--- src/rtl/wb_pkg.sv ---
// Shared definitions for the multi-issue writeback stage.
// Covers lane field layout, output bus widths, stall encodings and the trace entry.
// No logic here apart from a field-unpacking helper.
package wb_pkg;

    // One MEM->WB lane, MSB first: valid, pc, rf_we, rf_waddr, rf_wdata,
    // hi_we, hi_wdata, lo_we, lo_wdata.
    localparam int LANE_W        = 137;
    localparam int LANE_VALID    = 136;
    localparam int LANE_PC       = 104;
    localparam int LANE_RF_WE    = 103;
    localparam int LANE_RF_WADDR = 98;
    localparam int LANE_RF_WDATA = 66;
    localparam int LANE_HI_WE    = 65;
    localparam int LANE_HI_WDATA = 33;
    localparam int LANE_LO_WE    = 32;
    localparam int LANE_LO_WDATA = 0;

    localparam int RF_LANE_W = 38;
    localparam int HILO_W    = 66;
    localparam int TE_W      = 70;

    localparam logic STOP   = 1'b1;
    localparam logic NOSTOP = 1'b0;

    typedef struct packed {
        logic        valid;
        logic [31:0] pc;
        logic        rf_we;
        logic [4:0]  rf_waddr;
        logic [31:0] rf_wdata;
        logic        hi_we;
        logic [31:0] hi_wdata;
        logic        lo_we;
        logic [31:0] lo_wdata;
    } lane_t;

    typedef struct packed {
        logic [31:0] pc;
        logic        rf_we;
        logic [4:0]  waddr;
        logic [31:0] wdata;
    } trace_entry_t;

    function automatic lane_t lane_unpack(input logic [LANE_W-1:0] v);
        lane_t l;
        l.valid    = v[LANE_VALID];
        l.pc       = v[LANE_PC +: 32];
        l.rf_we    = v[LANE_RF_WE];
        l.rf_waddr = v[LANE_RF_WADDR +: 5];
        l.rf_wdata = v[LANE_RF_WDATA +: 32];
        l.hi_we    = v[LANE_HI_WE];
        l.hi_wdata = v[LANE_HI_WDATA +: 32];
        l.lo_we    = v[LANE_LO_WE];
        l.lo_wdata = v[LANE_LO_WDATA +: 32];
        return l;
    endfunction

endpackage

--- src/rtl/wb_trace_fifo.sv ---
// Trace FIFO: up to LANES pushes per cycle (packed in lane order), one pop per cycle.
// Latency: head entry appears on pop_dat_o the cycle after it is popped; zero otherwise.
// Backpressure: stallreq_o when free slots < LANES; excess pushes dropped, sticky overflow_o.
import wb_pkg::*;

module wb_trace_fifo #(
    parameter int LANES = 2,
    parameter int DEPTH = 8
) (
    input  logic                  clk,
    input  logic                  rst,
    input  logic [LANES-1:0]      push_vld_i,
    input  logic [LANES*TE_W-1:0] push_dat_i,
    output logic [TE_W-1:0]       pop_dat_o,
    output logic                  stallreq_o,
    output logic                  overflow_o
);

    localparam int CW = $clog2(DEPTH + 1);
    localparam int PW = (DEPTH > 1) ? $clog2(DEPTH) : 1;
    localparam logic [CW-1:0] DEPTH_C  = CW'(DEPTH);
    localparam logic [PW-1:0] PTR_LAST = PW'(DEPTH - 1);

    logic [TE_W-1:0] mem_q [DEPTH];
    logic [PW-1:0]   wptr_q, wptr_d, rptr_q, ptr_c;
    logic [CW-1:0]   count_q, space_c, acc_c;
    logic            overflow_q, pop_c, drop_c;
    logic [TE_W-1:0] out_q;
    logic [LANES-1:0] wr_en_c;
    logic [PW-1:0]   slot_c [LANES];

    // Slot allocation: a slot freed by this cycle's pop is reusable, oldest lanes win.
    always_comb begin
        pop_c   = (count_q != '0);
        space_c = DEPTH_C - count_q + CW'(pop_c);
        ptr_c   = wptr_q;
        acc_c   = '0;
        drop_c  = 1'b0;
        wr_en_c = '0;
        for (int l = 0; l < LANES; l++) begin
            slot_c[l] = ptr_c;
            if (push_vld_i[l]) begin
                if (acc_c < space_c) begin
                    wr_en_c[l] = 1'b1;
                    acc_c      = acc_c + CW'(1);
                    ptr_c      = (ptr_c == PTR_LAST) ? '0 : ptr_c + PW'(1);
                end else begin
                    drop_c = 1'b1;
                end
            end
        end
        wptr_d = ptr_c;
    end

    // Entry storage; contents need no reset since count gates every read.
    always_ff @(posedge clk) begin
        for (int l = 0; l < LANES; l++) begin
            if (wr_en_c[l]) begin
                mem_q[slot_c[l]] <= push_dat_i[TE_W*l +: TE_W];
            end
        end
    end

    // Pointers, occupancy, sticky overflow and the registered head output.
    always_ff @(posedge clk) begin
        if (rst) begin
            wptr_q     <= '0;
            rptr_q     <= '0;
            count_q    <= '0;
            overflow_q <= 1'b0;
            out_q      <= '0;
        end else begin
            wptr_q     <= wptr_d;
            count_q    <= count_q + acc_c - CW'(pop_c);
            overflow_q <= overflow_q | drop_c;
            if (pop_c) begin
                out_q  <= mem_q[rptr_q];
                rptr_q <= (rptr_q == PTR_LAST) ? '0 : rptr_q + PW'(1);
            end else begin
                out_q  <= '0;
            end
        end
    end

    assign pop_dat_o  = out_q;
    assign stallreq_o = (DEPTH_C - count_q) < CW'(LANES);
    assign overflow_o = overflow_q;

endmodule

--- src/rtl/wb_stage_multi.sv ---
// Multi-issue writeback: registers LANES MEM results, drives RF/HILO writes and a serial trace.
// Latency: RF/HILO combinational from the stage register; trace 2+ cycles after load.
// Backpressure: obeys the stall bus; raises stallreq_wb when the trace FIFO lacks LANES free slots.
import wb_pkg::*;

module wb_stage_multi #(
    parameter int LANES   = 2,
    parameter int DEPTH   = 8,
    parameter int STAGE   = 4,
    parameter int STALL_W = 6
) (
    input  logic                       clk,
    input  logic                       rst,
    input  logic                       flush,
    input  logic [STALL_W-1:0]         stall,
    input  logic [LANES*LANE_W-1:0]    mem_to_wb_bus,
    output logic [LANES*RF_LANE_W-1:0] wb_to_rf_bus,
    output logic [HILO_W-1:0]          wb_to_hilo_bus,
    output logic                       stallreq_wb,
    output logic                       overflow_err,
    output logic [31:0]                debug_wb_pc,
    output logic [3:0]                 debug_wb_rf_wen,
    output logic [4:0]                 debug_wb_rf_wnum,
    output logic [31:0]                debug_wb_rf_wdata
);

    logic [LANES*LANE_W-1:0] stage_q, stage_d;
    logic                    fresh_q, fresh_d;
    lane_t                   lane [LANES];
    logic [LANES-1:0]        eff_we, kill_we, push_vld;
    logic [LANES*TE_W-1:0]   push_dat;
    logic [TE_W-1:0]         pop_dat;
    trace_entry_t            head;
    logic                    stall_unused;

    assign stall_unused = ^stall;

    // Stage register next state: flush, then bubble, then load, else hold.
    always_comb begin
        stage_d = stage_q;
        fresh_d = 1'b0;
        if (flush) begin
            stage_d = '0;
        end else if (stall[STAGE] == STOP && stall[STAGE+1] == NOSTOP) begin
            stage_d = '0;
        end else if (stall[STAGE] == NOSTOP) begin
            stage_d = mem_to_wb_bus;
            fresh_d = 1'b1;
        end
    end

    // Stage register; fresh marks the one cycle a new bundle may enter the trace.
    always_ff @(posedge clk) begin
        if (rst) begin
            stage_q <= '0;
            fresh_q <= 1'b0;
        end else begin
            stage_q <= stage_d;
            fresh_q <= fresh_d;
        end
    end

    // Split the registered bundle into lanes.
    always_comb begin
        for (int l = 0; l < LANES; l++) begin
            lane[l] = lane_unpack(stage_q[LANE_W*l +: LANE_W]);
        end
    end

    // Regfile writes; an older lane yields to a younger lane writing the same nonzero register.
    always_comb begin
        eff_we       = '0;
        kill_we      = '0;
        wb_to_rf_bus = '0;
        for (int i = 0; i < LANES; i++) begin
            eff_we[i] = lane[i].valid & lane[i].rf_we;
        end
        for (int i = 0; i < LANES; i++) begin
            for (int j = i + 1; j < LANES; j++) begin
                if (eff_we[i] && eff_we[j] && lane[i].rf_waddr != 5'd0 &&
                    lane[j].rf_waddr == lane[i].rf_waddr) begin
                    kill_we[i] = 1'b1;
                end
            end
            wb_to_rf_bus[RF_LANE_W*i +: RF_LANE_W] =
                {eff_we[i] & ~kill_we[i], lane[i].rf_waddr, lane[i].rf_wdata};
        end
    end

    // HI/LO merge: any valid lane enables, the youngest valid writer supplies data.
    always_comb begin
        wb_to_hilo_bus = '0;
        for (int l = 0; l < LANES; l++) begin
            if (lane[l].valid && lane[l].hi_we) begin
                wb_to_hilo_bus[65]    = 1'b1;
                wb_to_hilo_bus[64:33] = lane[l].hi_wdata;
            end
            if (lane[l].valid && lane[l].lo_we) begin
                wb_to_hilo_bus[32]   = 1'b1;
                wb_to_hilo_bus[31:0] = lane[l].lo_wdata;
            end
        end
    end

    // Trace push candidates: every valid lane of a freshly loaded bundle, rf_we as loaded.
    always_comb begin
        push_vld = '0;
        push_dat = '0;
        for (int l = 0; l < LANES; l++) begin
            push_vld[l] = fresh_q & lane[l].valid;
            push_dat[TE_W*l +: TE_W] =
                {lane[l].pc, lane[l].rf_we, lane[l].rf_waddr, lane[l].rf_wdata};
        end
    end

    wb_trace_fifo #(
        .LANES (LANES),
        .DEPTH (DEPTH)
    ) u_trace_fifo (
        .clk        (clk),
        .rst        (rst),
        .push_vld_i (push_vld),
        .push_dat_i (push_dat),
        .pop_dat_o  (pop_dat),
        .stallreq_o (stallreq_wb),
        .overflow_o (overflow_err)
    );

    assign head              = trace_entry_t'(pop_dat);
    assign debug_wb_pc       = head.pc;
    assign debug_wb_rf_wen   = {4{head.rf_we}};
    assign debug_wb_rf_wnum  = head.waddr;
    assign debug_wb_rf_wdata = head.wdata;

endmodule
--- config.mk ---
export PLATFORM = sky130hd
export DESIGN_NAME = wb_stage_multi
export DESIGN_NICKNAME = d
export VERILOG_FILES = /design/src/rtl/wb_pkg.sv /design/src/rtl/wb_trace_fifo.sv /design/src/rtl/wb_stage_multi.sv
export SDC_FILE = /design/constraint.sdc
export NUM_CORES = 1
export LEC_CHECK = 0
export BUFFER_PORTS_ARGS = -buffer_cell sky130_fd_sc_hd__buf_2
export CORE_AREA = 2 2 307 309
export DETAILED_ROUTE_END_ITERATION = 12
export DIE_AREA = 0 0 309 311
export GPL_TIMING_DRIVEN = 1
export PLACE_DENSITY = 0.62
export SYNTH_ARGS = -nofsm -noshare
export SYNTH_HDL_FRONTEND = slang
export SYNTH_SLANG_ARGS = --single-unit
--- constraint.sdc ---
create_clock -name clk -period 11.1 [get_ports clk]
set_clock_uncertainty 0.15 [all_clocks]
set_input_delay 2.22 -clock clk [delete_from_list [all_inputs] [get_ports clk]]
set_output_delay 2.22 -clock clk [all_outputs]
set_load 0.02 [all_outputs]
==> results.txt, run 1 <==
----------------------------------------------------
[Outcome]
  Result of the run ... finished, final reports clean

[Finish]
  Share of layout cells above drive strength 1 ... 0.426
  Layout-stage area growth over the synthesis result ... 15.2%
  Post-route cell area ... 47,900 um2
  Area of combinational cells with multiple inputs ... 16,200 um2
  Filler Cells Inserted ... 7,902
  Share of the core filled with cells in the final layout ... 0.516
  Number of nets at the end of the flow ... 3,468
  Combined flip-flop and latch cell area ... 24,000 um2

[STA]
  Number of slew-limit violations in the final report ... 0
  Final setup vio count ... 0
  Transition time at the pin with the least slew margin ... 1090 ps
  Final Hold Violating Endpoints ... 0
  Unrepaired setup endpoints after global routing ... false
  Final critical delay including setup and external delays ... 5190 ps
  Total negative slack ... 0 ps
  Max Freq ... 193 MHz
  Worst setup slack after layout ... 5910 ps
  Share of the clock period used by the worst path ... 0.468
  Worst max-slew margin expressed relative to the limit ... 0.272

[CTS]
  Num CTS Buffers ... 100
  Sink count of the clock tree ... 916
  Number of buffers added to fix hold violations after cts ... 0
  Root Buffer Master ... sky130_fd_sc_hd__clkbuf_16
  Clock latency at the later pin of the worst-skew pair ... 670 ps
  Worst-path clk slew ... 60 ps
  Setup repair bufs after CTS ... 0
  Number of gates given a new drive strength after cts ... 0
  CTS tree ... yes
  Maximum clock path buffer count ... 3
  Number of levels the H-tree was split into ... 3

[Synth]
  Leading register cell type out of synthesis ... sky130_fd_sc_hd__edfxtp_1
  Top-area cell type share of the netlist area ... 0.405
  Count of different cell masters after synthesis ... 52
  Cell accounting for the most synthesized area ... sky130_fd_sc_hd__edfxtp_1
  Fraction of registers with async set or reset after synthesis ... 0
  Largest cells by area after synthesis ... sky130_fd_sc_hd__edfxtp_1 40%, sky130_fd_sc_hd__dfxtp_1 17%, sky130_fd_sc_hd__mux2_2 13%
  Leading cell type by number of instances after synthesis ... sky130_fd_sc_hd__edfxtp_1
  Number of enable-type register cells in the synthesized netlist ... 560
  Syn nets ... 3,104
  Netlist area before placement ... 41,600 um2
  Register bit total from synthesis ... 916
  Sequential cell area fraction in the yosys report ... 0.576
  Synthesis warning total ... 0
  Cell count after synthesis ... 2,804
  Most instantiated cells after synthesis ... 560 x sky130_fd_sc_hd__edfxtp_1, 472 x sky130_fd_sc_hd__mux2_2, 360 x sky130_fd_sc_hd__nor2_1
  Mean post-synth cell area ... 14.8 um2

[Routing]
  Aggregate routed wire length ... 111,000 um
  Number of vias per cell ... 5.52
  Routed length on met2 ... 55,300 um
  Wire length on met1 ... 45,400 um
  Routed length on met3 ... 7240 um
  Initial detailed-routing violation count ... 1,581
  Number of iterations in the first detailed-routing pass ... 7
  Overall via count from detail_route ... 24,900
  Highest Signal Layer ... met5
  # DRC ... 0
  Count of nets left with antenna violations after detail routing ... 0
  Routed wire length per instance ... 24.7 um

[Floorplanning]
  Starting Density ... 0.448
  Placement row count ... 112
  Die outline area ... 96,100 um2
  Placeable core region ... 92,800 um2
  Count of boundary I/O pins ... 500
  Width of the chip ... 309 um
  Y dimension of the die ... 311 um

[Placed design]
  Dpl hpwl ... 63,800 um
  Total placed instance area ... 44,600 um2
  Setup WS pre-CTS ... 5930 ps
  Final GP Congestion ... 0.861
  Quantity of I/O buffers inserted on ports ... 495

[Worst setup path]
  Class of the most critical setup path ... reg2reg
  Worst Path Max Fanout ... 50
  Critical Path RT ... 11,210 ps
  R2R Path Start ... u_trace_fifo.count_q[1]
  Capturing instance or port of the critical path ... u_trace_fifo.mem_q[0][32]
  Reg2reg end ... u_trace_fifo.mem_q[0][32]
  Arrival @ worst endpoint ... 5300 ps
  FF-to-FF setup slack ... 5910 ps
  Worst r2r path cells ... 12
  Worst Setup Start Kind ... flop
  Worst setup startpoint ... u_trace_fifo.count_q[1]
  Critical Path Sink Type ... flop

[Worst hold path]
  Hold crit path type ... reg2reg
  Min-Delay Startpoint ... stage_q[169]

[Power]
  Power per standard cell area ... 185 nW/um2
  Pleak ... 19.1 nW
  Worst vdd rail ir drop ... 0.162 mV

[Global routing]
  Pin count of the biggest net entering global routing ... 189
  Vias in the first global route ... 26,500
  GRT Util Overall ... 0.229
  Number of antenna violations at the first check in global routing ... 14
  Global-route wire length before repair ... 165,000 um
  Final global-route overflow total ... 0

[Job]
  Number of maximum-capacitance constraint violations ... 0

----------------------------------------------------
## logic make-up (layout without fill, tap and decap cells)
logic type      Yosys count  count (layout)  share of synthesized area
other cells               0               4                          0
compound gates           98              98                     0.0190
flops                   916             916                      0.576
fa+ha+maj                17              17                    0.00530
buf+inv                 287             734                     0.0384
mux                    1047            1047                      0.317
xor+xnor                 11              11                    0.00268
simple gates            428             428                     0.0413
## worst min-delay path by stage
stage                              end  cells after the start
4_1_cts                   stage_q[169]                      2
3_5_place_dp   u_trace_fifo.overflow_o                      2
3_3_place_gp              stage_q[169]                      2
6_report                  stage_q[169]                      2
2_1_floorplan             stage_q[169]                      2
5_1_grt                   stage_q[174]                      2
## power by group
group / leakage (nW) / internal, mW / total (mW) / switching (mW)
Clock: 1.61 / 1.98 / 3.34 / 1.36
Sequential: 8.06 / 3.72 / 3.88 / 0.162
Combinational: 9.42 / 0.770 / 1.62 / 0.852
Total: 19.1 / 6.47 / 8.84 / 2.37
## critical path: stages, from the launching register on
cell and delay, ps:
sky130_fd_sc_hd__dfxtp_1 300, sky130_fd_sc_hd__inv_1 100, sky130_fd_sc_hd__ha_1 270, sky130_fd_sc_hd__nand2_1 220
sky130_fd_sc_hd__ha_1 450, sky130_fd_sc_hd__inv_1 110, sky130_fd_sc_hd__nor3_1 500, sky130_fd_sc_hd__nand2_2 190
sky130_fd_sc_hd__a221o_1 410, sky130_fd_sc_hd__nand2_4 600, sky130_fd_sc_hd__buf_4 780, sky130_fd_sc_hd__o31ai_4 160
sky130_fd_sc_hd__buf_4 490
## sequential cells by signal, summed over array words and instances, names as in the netlist
signal and cells:
u_trace_fifo.count_q 4, u_trace_fifo.pop_dat_o 70, fresh_q 1, u_trace_fifo.wptr_q 3, stage_q 274, u_trace_fifo.overflow_o 1
u_trace_fifo.mem_q 560, u_trace_fifo.rptr_q 3
## through the flow
| stage | power (mW) | hold slack [ps] | cells |
|---|---|---|---|
| floorplan | 5.10 | 305 | 2804 |
| CTS | 8.94 | 348 | 4505 |
| finish | 8.84 | 342 | 4509 |
| global placement | 5.58 | 319 | 4320 |
| global route | 9.19 | 370 | 4506 |
| detailed placement | 5.60 | 325 | 4320 |
## cell usage in the layout (no fill, tap or decap), types with 5 or more instances in the layout
| master | netlist | routed |
|---|---|---|
| sky130_fd_sc_hd__mux2_1 | 20 | 20 |
| sky130_fd_sc_hd__bufinv_16 | 0 | 6 |
| sky130_fd_sc_hd__a21oi_1 | 5 | 5 |
| sky130_fd_sc_hd__a22o_1 | 65 | 65 |
| sky130_fd_sc_hd__mux2_4 | 69 | 69 |
| sky130_fd_sc_hd__mux2i_1 | 346 | 346 |
| sky130_fd_sc_hd__o21ai_0 | 8 | 5 |
| sky130_fd_sc_hd__clkbuf_16 | 0 | 107 |
| sky130_fd_sc_hd__mux4_2 | 140 | 140 |
| sky130_fd_sc_hd__buf_4 | 119 | 39 |
| sky130_fd_sc_hd__nand2_1 | 23 | 21 |
| sky130_fd_sc_hd__clkbuf_8 | 0 | 10 |
| sky130_fd_sc_hd__dfxtp_1 | 356 | 353 |
| sky130_fd_sc_hd__xor2_1 | 5 | 5 |
| sky130_fd_sc_hd__nor3_1 | 5 | 5 |
| sky130_fd_sc_hd__mux2_2 | 472 | 472 |
| sky130_fd_sc_hd__nor2_1 | 360 | 358 |
| sky130_fd_sc_hd__inv_1 | 13 | 13 |
| sky130_fd_sc_hd__edfxtp_1 | 560 | 560 |
| sky130_fd_sc_hd__clkinv_2 | 0 | 9 |
| sky130_fd_sc_hd__buf_2 | 10 | 494 |
| sky130_fd_sc_hd__nand2_4 | 0 | 6 |
| sky130_fd_sc_hd__clkinv_1 | 0 | 8 |
| sky130_fd_sc_hd__nand3_1 | 6 | 6 |
| sky130_fd_sc_hd__clkbuf_1 | 108 | 38 |
| sky130_fd_sc_hd__nand2b_1 | 5 | 5 |
| sky130_fd_sc_hd__ha_1 | 16 | 16 |
## final cells by class
class                      instances  area share
antenna                            4    0.000209
clock buffer                     157      0.0621
clock inverter                    28     0.00677
inverter                          13     0.00102
multi-input combinational       1601       0.338
sequential                       916       0.500
tap                             1254      0.0328
timing repair buffer             536      0.0589
## per-layer routing
metal / up-vias / global-route usage
met1: 12700 / 0.285
met4: 14 / 0.0744
met5: - / 0
met2: 806 / 0.393
li1: 11200 / -
met3: 190 / 0.0537
Power figures use the tool's default switching activity.
==> run 2: changes to the inputs <==
==> constraint.sdc (replaced) <==
create_clock -name clk -period 5.4 [get_ports clk]
set_clock_uncertainty 0.15 [all_clocks]
set_input_delay 1.08 -clock clk [delete_from_list [all_inputs] [get_ports clk]]
set_output_delay 1.08 -clock clk [all_outputs]
set_load 0.02 [all_outputs]
==> run 2 against run 1 <==
Combinational power rose by 100%; non-clock buffer count rose by 5; register-to-register slack got worse by 4900 ps; cell area rose by 0.25%; utilization rose by 0.13 points; global-route usage fell by 0.26 points; sequential power rose by 110%; clock power rose by 96%; maximum frequency rose by 17%; wire length fell by 1.1%; first-iteration DRC count fell by 12%; critical endpoint is now u_trace_fifo.mem_q[7][48]; largest power group unchanged.
==> results.txt, run 2 (synthesis results as in run 1) <==
----------------------------------------------------
[Finish]
  Layout-stage area growth over the synthesis result ... 15.5%
  Post-route cell area ... 48,000 um2
  Commonest non-fill, non-tap cell in the layout ... sky130_fd_sc_hd__edfxtp_1
  Largest register FFs ... 560
  Share of the core filled with cells in the final layout ... 0.517
  Most frequent cells in the layout ... 560 x sky130_fd_sc_hd__edfxtp_1, 494 x sky130_fd_sc_hd__buf_2, 472 x sky130_fd_sc_hd__mux2_2
  Share of layout cells above drive strength 1 ... 0.426
  Number of nets at the end of the flow ... 3,473
  Filler Cells Inserted ... 7,918

[STA]
  Minimum hold slack ... 344 ps
  Max Freq ... 225 MHz
  Worst max-slew margin expressed relative to the limit ... 0.202
  Final setup vio count ... 0
  Unrepaired setup endpoints after global routing ... false
  Number of slew-limit violations in the final report ... 0
  Final Hold Violating Endpoints ... 0
  Final critical delay including setup and external delays ... 4440 ps
  Share of the clock period used by the worst path ... 0.821
  Transition time at the pin with the least slew margin ... 1200 ps

[Placed design]
  Final GP Congestion ... 0.826
  Total placed instance area ... 44,900 um2
  Quantity of I/O buffers inserted on ports ... 495
  Dpl hpwl ... 63,000 um

[CTS]
  Maximum clock path buffer count ... 3
  Number of buffers added to fix hold violations after cts ... 0
  Root Buffer Master ... sky130_fd_sc_hd__clkbuf_16
  CTS tree ... yes
  Number of gates given a new drive strength after cts ... 0
  Clock latency at the later pin of the worst-skew pair ... 670 ps
  Sink count of the clock tree ... 916
  Setup repair bufs after CTS ... 0
  Num CTS Buffers ... 100
  Worst-path clk slew ... 60 ps
  Number of levels the H-tree was split into ... 3

[Global routing]
  Met1 usage in global routing ... 0.284
  Met3 Track Usage GR ... 0.0496
  Gr busiest metal ... met2
  Number of antenna violations at the first check in global routing ... 17
  Global-route wire length before repair ... 164,000 um
  Final global-route overflow total ... 0
  Vias in the first global route ... 26,600
  Met2 GRT Util ... 0.393
  Pin count of the biggest net entering global routing ... 144
  GRT Util Overall ... 0.227

[Worst setup path]
  Worst Setup Start Kind ... flop
  Critical Path RT ... 5650 ps
  Critical Path Sink Type ... flop
  Worst r2r path cells ... 12
  Class of the most critical setup path ... reg2reg
  Worst Path Max Fanout ... 37
  Arrival @ worst endpoint ... 4690 ps

[Floorplanning]
  Placeable core region ... 92,800 um2
  Width of the chip ... 309 um
  Die outline area ... 96,100 um2
  Starting Density ... 0.448
  Y dimension of the die ... 311 um
  Count of boundary I/O pins ... 500
  Placement row count ... 112

[Routing]
  Number of vias per cell ... 5.50
  Number of iterations in the first detailed-routing pass ... 5
  Initial detailed-routing violation count ... 1,392
  Aggregate routed wire length ... 110,000 um
  # DRC ... 0
  Overall via count from detail_route ... 24,800
  Routed wire length per instance ... 24.4 um
  Count of nets left with antenna violations after detail routing ... 0

[Outcome]
  Result of the run ... finished, final reports clean

[Job]
  Number of maximum-capacitance constraint violations ... 0

[Worst hold path]
  Hold crit path type ... reg2reg
  Hold path cells ... 2

[Power]
  Power per standard cell area ... 373 nW/um2
  Worst vdd rail ir drop ... 0.243 mV
  Pleak ... 19.1 nW
  Final Total Pwr ... 17.9 mW

----------------------------------------------------
==> run 2: cell count changes in the layout (fill, tap and decap cells not counted), sizes merged, moves of 2 or more <==
cell / before / now
clkbuf: 157 / 148
bufinv: 6 / 3
clkinv: 19 / 29
clkinvlp: 1 / 3
buf: 536 / 541
==> run 2: power by group <==
part	internal, mW	switching (mW)	leakage, nW
Sequential	7.65	0.385	8.06
Combinational	1.61	1.70	9.51
Clock	3.76	2.79	1.52
==> run 2: cell type report <==
class | count | area (um2) | area share
Sequential cell | 916 | 24000 | 0.499
Multi-Input combinational cell | 1601 | 16200 | 0.337
Timing Repair Buffer | 541 | 3110 | 0.0647
Clock buffer | 148 | 2830 | 0.0589
Tap cell | 1254 | 1570 | 0.0327
Clock inverter | 38 | 299 | 0.00623
Inverter | 13 | 48.8 | 0.00102
Antenna cell | 5 | 12.5 | 0.000261
==> run 2: worst paths after layout <==
check	startpoint	end	slack (ps)
worst max register to register	u_trace_fifo.count_q[0]	u_trace_fifo.mem_q[7][48]	960
worst max-delay path	u_trace_fifo.count_q[0]	u_trace_fifo.mem_q[7][48]	960
worst min-delay path	stage_q[169]	stage_q[169]	340
worst min register to register	stage_q[169]	stage_q[169]	340
==> run 2: routing by layer <==
metal	vias to the layer above	share of wire
li1	11200	-
met2	708	0.50
met3	175	0.061
met1	12700	0.41
met5	-	0.00078
met4	14	0.022
==> run 2: per-stage QoR <==
| step | setup TNS, ps | setup WS (ps) | cells |
|---|---|---|---|
| floorplan | -333490 | -1970 | 2804 |
| global placement | 0 | 1050 | 4325 |
| detailed placement | 0 | 1010 | 4325 |
| CTS | 0 | 956 | 4511 |
| global route | 0 | 799 | 4515 |
| finish | 0 | 965 | 4516 |
==> run 2: worst max-delay path, stage by stage, from the launching register on <==
cell and delay (ps):
sky130_fd_sc_hd__dfxtp_1 350, sky130_fd_sc_hd__inv_1 80, sky130_fd_sc_hd__ha_1 260, sky130_fd_sc_hd__nand2_1 250
sky130_fd_sc_hd__ha_1 240, sky130_fd_sc_hd__and3_4 210, sky130_fd_sc_hd__xor2_2 280, sky130_fd_sc_hd__nand2_1 200
sky130_fd_sc_hd__mux2i_1 260, sky130_fd_sc_hd__nand2_4 120, sky130_fd_sc_hd__buf_4 550, sky130_fd_sc_hd__buf_4 740
sky130_fd_sc_hd__mux2_2 410
==> run 3: changes to the inputs <==
--- a/config.mk
+++ b/config.mk
@@ -10,7 +10,7 @@
 export DETAILED_ROUTE_END_ITERATION = 12
 export DIE_AREA = 0 0 309 311
 export GPL_TIMING_DRIVEN = 1
-export PLACE_DENSITY = 0.62
+export PLACE_DENSITY = 0.65
 export SYNTH_ARGS = -nofsm -noshare
 export SYNTH_HDL_FRONTEND = slang
 export SYNTH_SLANG_ARGS = --single-unit
==> constraint.sdc (replaced) <==
create_clock -name clk -period 3.7 [get_ports clk]
set_clock_uncertainty 0.15 [all_clocks]
set_input_delay 0.74 -clock clk [delete_from_list [all_inputs] [get_ports clk]]
set_output_delay 0.74 -clock clk [all_outputs]
set_load 0.02 [all_outputs]
==> run 3 against run 2 <==
Via count up 0.77%; combinational power grew 53%; clock power rose by 47%; first-iteration DRC count is 15% higher; non-clock buffer count increased by 35; worst setup slack lost 640 ps.
==> results.txt, run 3 (synthesis results as in run 1) <==
----------------------------------------------------
[Finish]
  Share of layout cells above drive strength 1 ... 0.438
  Share of the core filled with cells in the final layout ... 0.524
  Layout-stage area growth over the synthesis result ... 16.9%
  Number of nets at the end of the flow ... 3,506
  Largest register FFs ... 560
  Post-route cell area ... 48,600 um2
  Combined flip-flop and latch cell area ... 24,000 um2
  Filler Cells Inserted ... 7,754
  Area of combinational cells with multiple inputs ... 16,300 um2
  Most frequent cells in the layout ... 560 x sky130_fd_sc_hd__edfxtp_1, 494 x sky130_fd_sc_hd__buf_2, 472 x sky130_fd_sc_hd__mux2_2
  Commonest non-fill, non-tap cell in the layout ... sky130_fd_sc_hd__edfxtp_1

[Power]
  Share of total power consumed by net switching ... 0.268
  Share of total power in combinational logic ... 0.191
  Power per standard cell area ... 543 nW/um2
  Final Total Pwr ... 26.4 mW
  Sw Pwr ... 7.07 mW
  Internal cell power ... 19.3 mW
  Part of the power in registers ... 0.443
  Pleak ... 19.4 nW
  Worst vdd rail ir drop ... 0.437 mV
  Clk pwr share ... 0.366

[Global routing]
  Final global-route overflow total ... 0
  GRT Util Overall ... 0.229
  Vias in the first global route ... 26,800
  Pin count of the biggest net entering global routing ... 170
  Global-route wire length before repair ... 166,000 um
  Number of antenna violations at the first check in global routing ... 11

[CTS]
  Clock latency at the later pin of the worst-skew pair ... 670 ps
  Worst-path clk slew ... 60 ps
  Setup repair bufs after CTS ... 0
  Num CTS Buffers ... 98
  Sink count of the clock tree ... 916
  CTS tree ... yes
  Maximum clock path buffer count ... 3
  Root Buffer Master ... sky130_fd_sc_hd__clkbuf_16
  Number of levels the H-tree was split into ... 3

[Routing]
  Initial detailed-routing violation count ... 1,598
  # DRC ... 0
  Number of vias per cell ... 5.51
  Count of nets left with antenna violations after detail routing ... 0
  Routed wire length per instance ... 24.3 um
  Aggregate routed wire length ... 111,000 um
  Overall via count from detail_route ... 25,000
  Number of iterations in the first detailed-routing pass ... 7

[STA]
  Transition time at the pin with the least slew margin ... 1070 ps
  Share of the clock period used by the worst path ... 0.913
  Worst setup slack after layout ... 322 ps
  Unrepaired setup endpoints after global routing ... false
  Total negative slack ... 0 ps
  Final Hold Violating Endpoints ... 0
  Number of slew-limit violations in the final report ... 0
  Final critical delay including setup and external delays ... 3380 ps
  Worst max-slew margin expressed relative to the limit ... 0.285
  Final setup vio count ... 0
  Max Freq ... 296 MHz

[Placed design]
  Quantity of I/O buffers inserted on ports ... 495
  Setup WS pre-CTS ... 246 ps
  Dpl hpwl ... 68,200 um
  Total placed instance area ... 45,400 um2
  Final GP Congestion ... 0.893

[Floorplanning]
  Starting Density ... 0.448
  Width of the chip ... 309 um
  Placeable core region ... 92,800 um2
  Die outline area ... 96,100 um2
  Count of boundary I/O pins ... 500
  Y dimension of the die ... 311 um
  Placement row count ... 112

[Worst setup path]
  Arrival @ worst endpoint ... 3630 ps
  Critical Path RT ... 3950 ps
  Worst Path Max Fanout ... 15
  Worst Setup Start Kind ... flop
  Critical Path Sink Type ... flop
  Class of the most critical setup path ... reg2reg

[Outcome]
  Result of the run ... finished, final reports clean

[Job]
  Number of maximum-capacitance constraint violations ... 0

[Worst hold path]
  Hold crit path type ... in2reg

----------------------------------------------------
-- run 3: power groups by stage --
stage / logic (mW) / registers (mW) / clock network, mW
after floorplan: 3.51 / 11.9 / 0
after global placement: 5.07 / 11.9 / 0
after detailed placement: 5.11 / 11.9 / 0
after CTS: 5.13 / 11.7 / 9.88
after global routing: 5.47 / 11.7 / 10.3
final: 5.05 / 11.7 / 9.66
-- run 3: worst paths after layout --
kind / startpoint / end / slack, ps / depth (start not counted)
max: u_trace_fifo.count_q[0] / u_trace_fifo.mem_q[0][16] / 320 / 12
min: mem_to_wb_bus[134] / stage_q[134] / 150 / 3
max reg2reg: u_trace_fifo.count_q[0] / u_trace_fifo.mem_q[0][16] / 320 / 12
min reg2reg: stage_q[2] / stage_q[2] / 350 / 2
-- run 3: critical path, stage by stage (launching register included) --
cell and delay, ps:
sky130_fd_sc_hd__dfxtp_2 340, sky130_fd_sc_hd__inv_2 80, sky130_fd_sc_hd__ha_4 170, sky130_fd_sc_hd__nand2_4 100, sky130_fd_sc_hd__ha_1 420, sky130_fd_sc_hd__inv_1 120, sky130_fd_sc_hd__nor3_2 240, sky130_fd_sc_hd__nand2_2 90
sky130_fd_sc_hd__buf_4 150, sky130_fd_sc_hd__a221o_1 370, sky130_fd_sc_hd__nand2_4 170, sky130_fd_sc_hd__buf_4 340, sky130_fd_sc_hd__mux2_2 380
-- run 3: timing repair --
action,in CTS,in global routing
gates resized for setup,0,2
setup endpoints to repair,0,17
hold buffers,0,0
-- run 3: per-layer routing --
metal / track usage / share of wire / routed length (um)
met2: 0.397 / 0.50 / 55800
met1: 0.279 / 0.40 / 43800
met4: 0.0781 / 0.031 / 3440
met3: 0.0530 / 0.068 / 7530
met5: 0 / 0.00078 / 86
-- run 3: cell type report --
| cell class | count | area share |
|---|---|---|
| tap | 1254 | 0.0323 |
| timing repair buffer | 576 | 0.0740 |
| clock buffer | 150 | 0.0591 |
| clock inverter | 31 | 0.00615 |
| multi-input combinational | 1601 | 0.334 |
| antenna | 3 | 0.000154 |
| inverter | 13 | 0.00100 |
| sequential | 916 | 0.493 |
-- run 3: stage by stage --
stage,hold WS [ps],instances
after floorplan,305,2804
final,151,4544
after global placement,317,4360
after global routing,133,4542
after detailed placement,336,4360
after CTS,112,4541
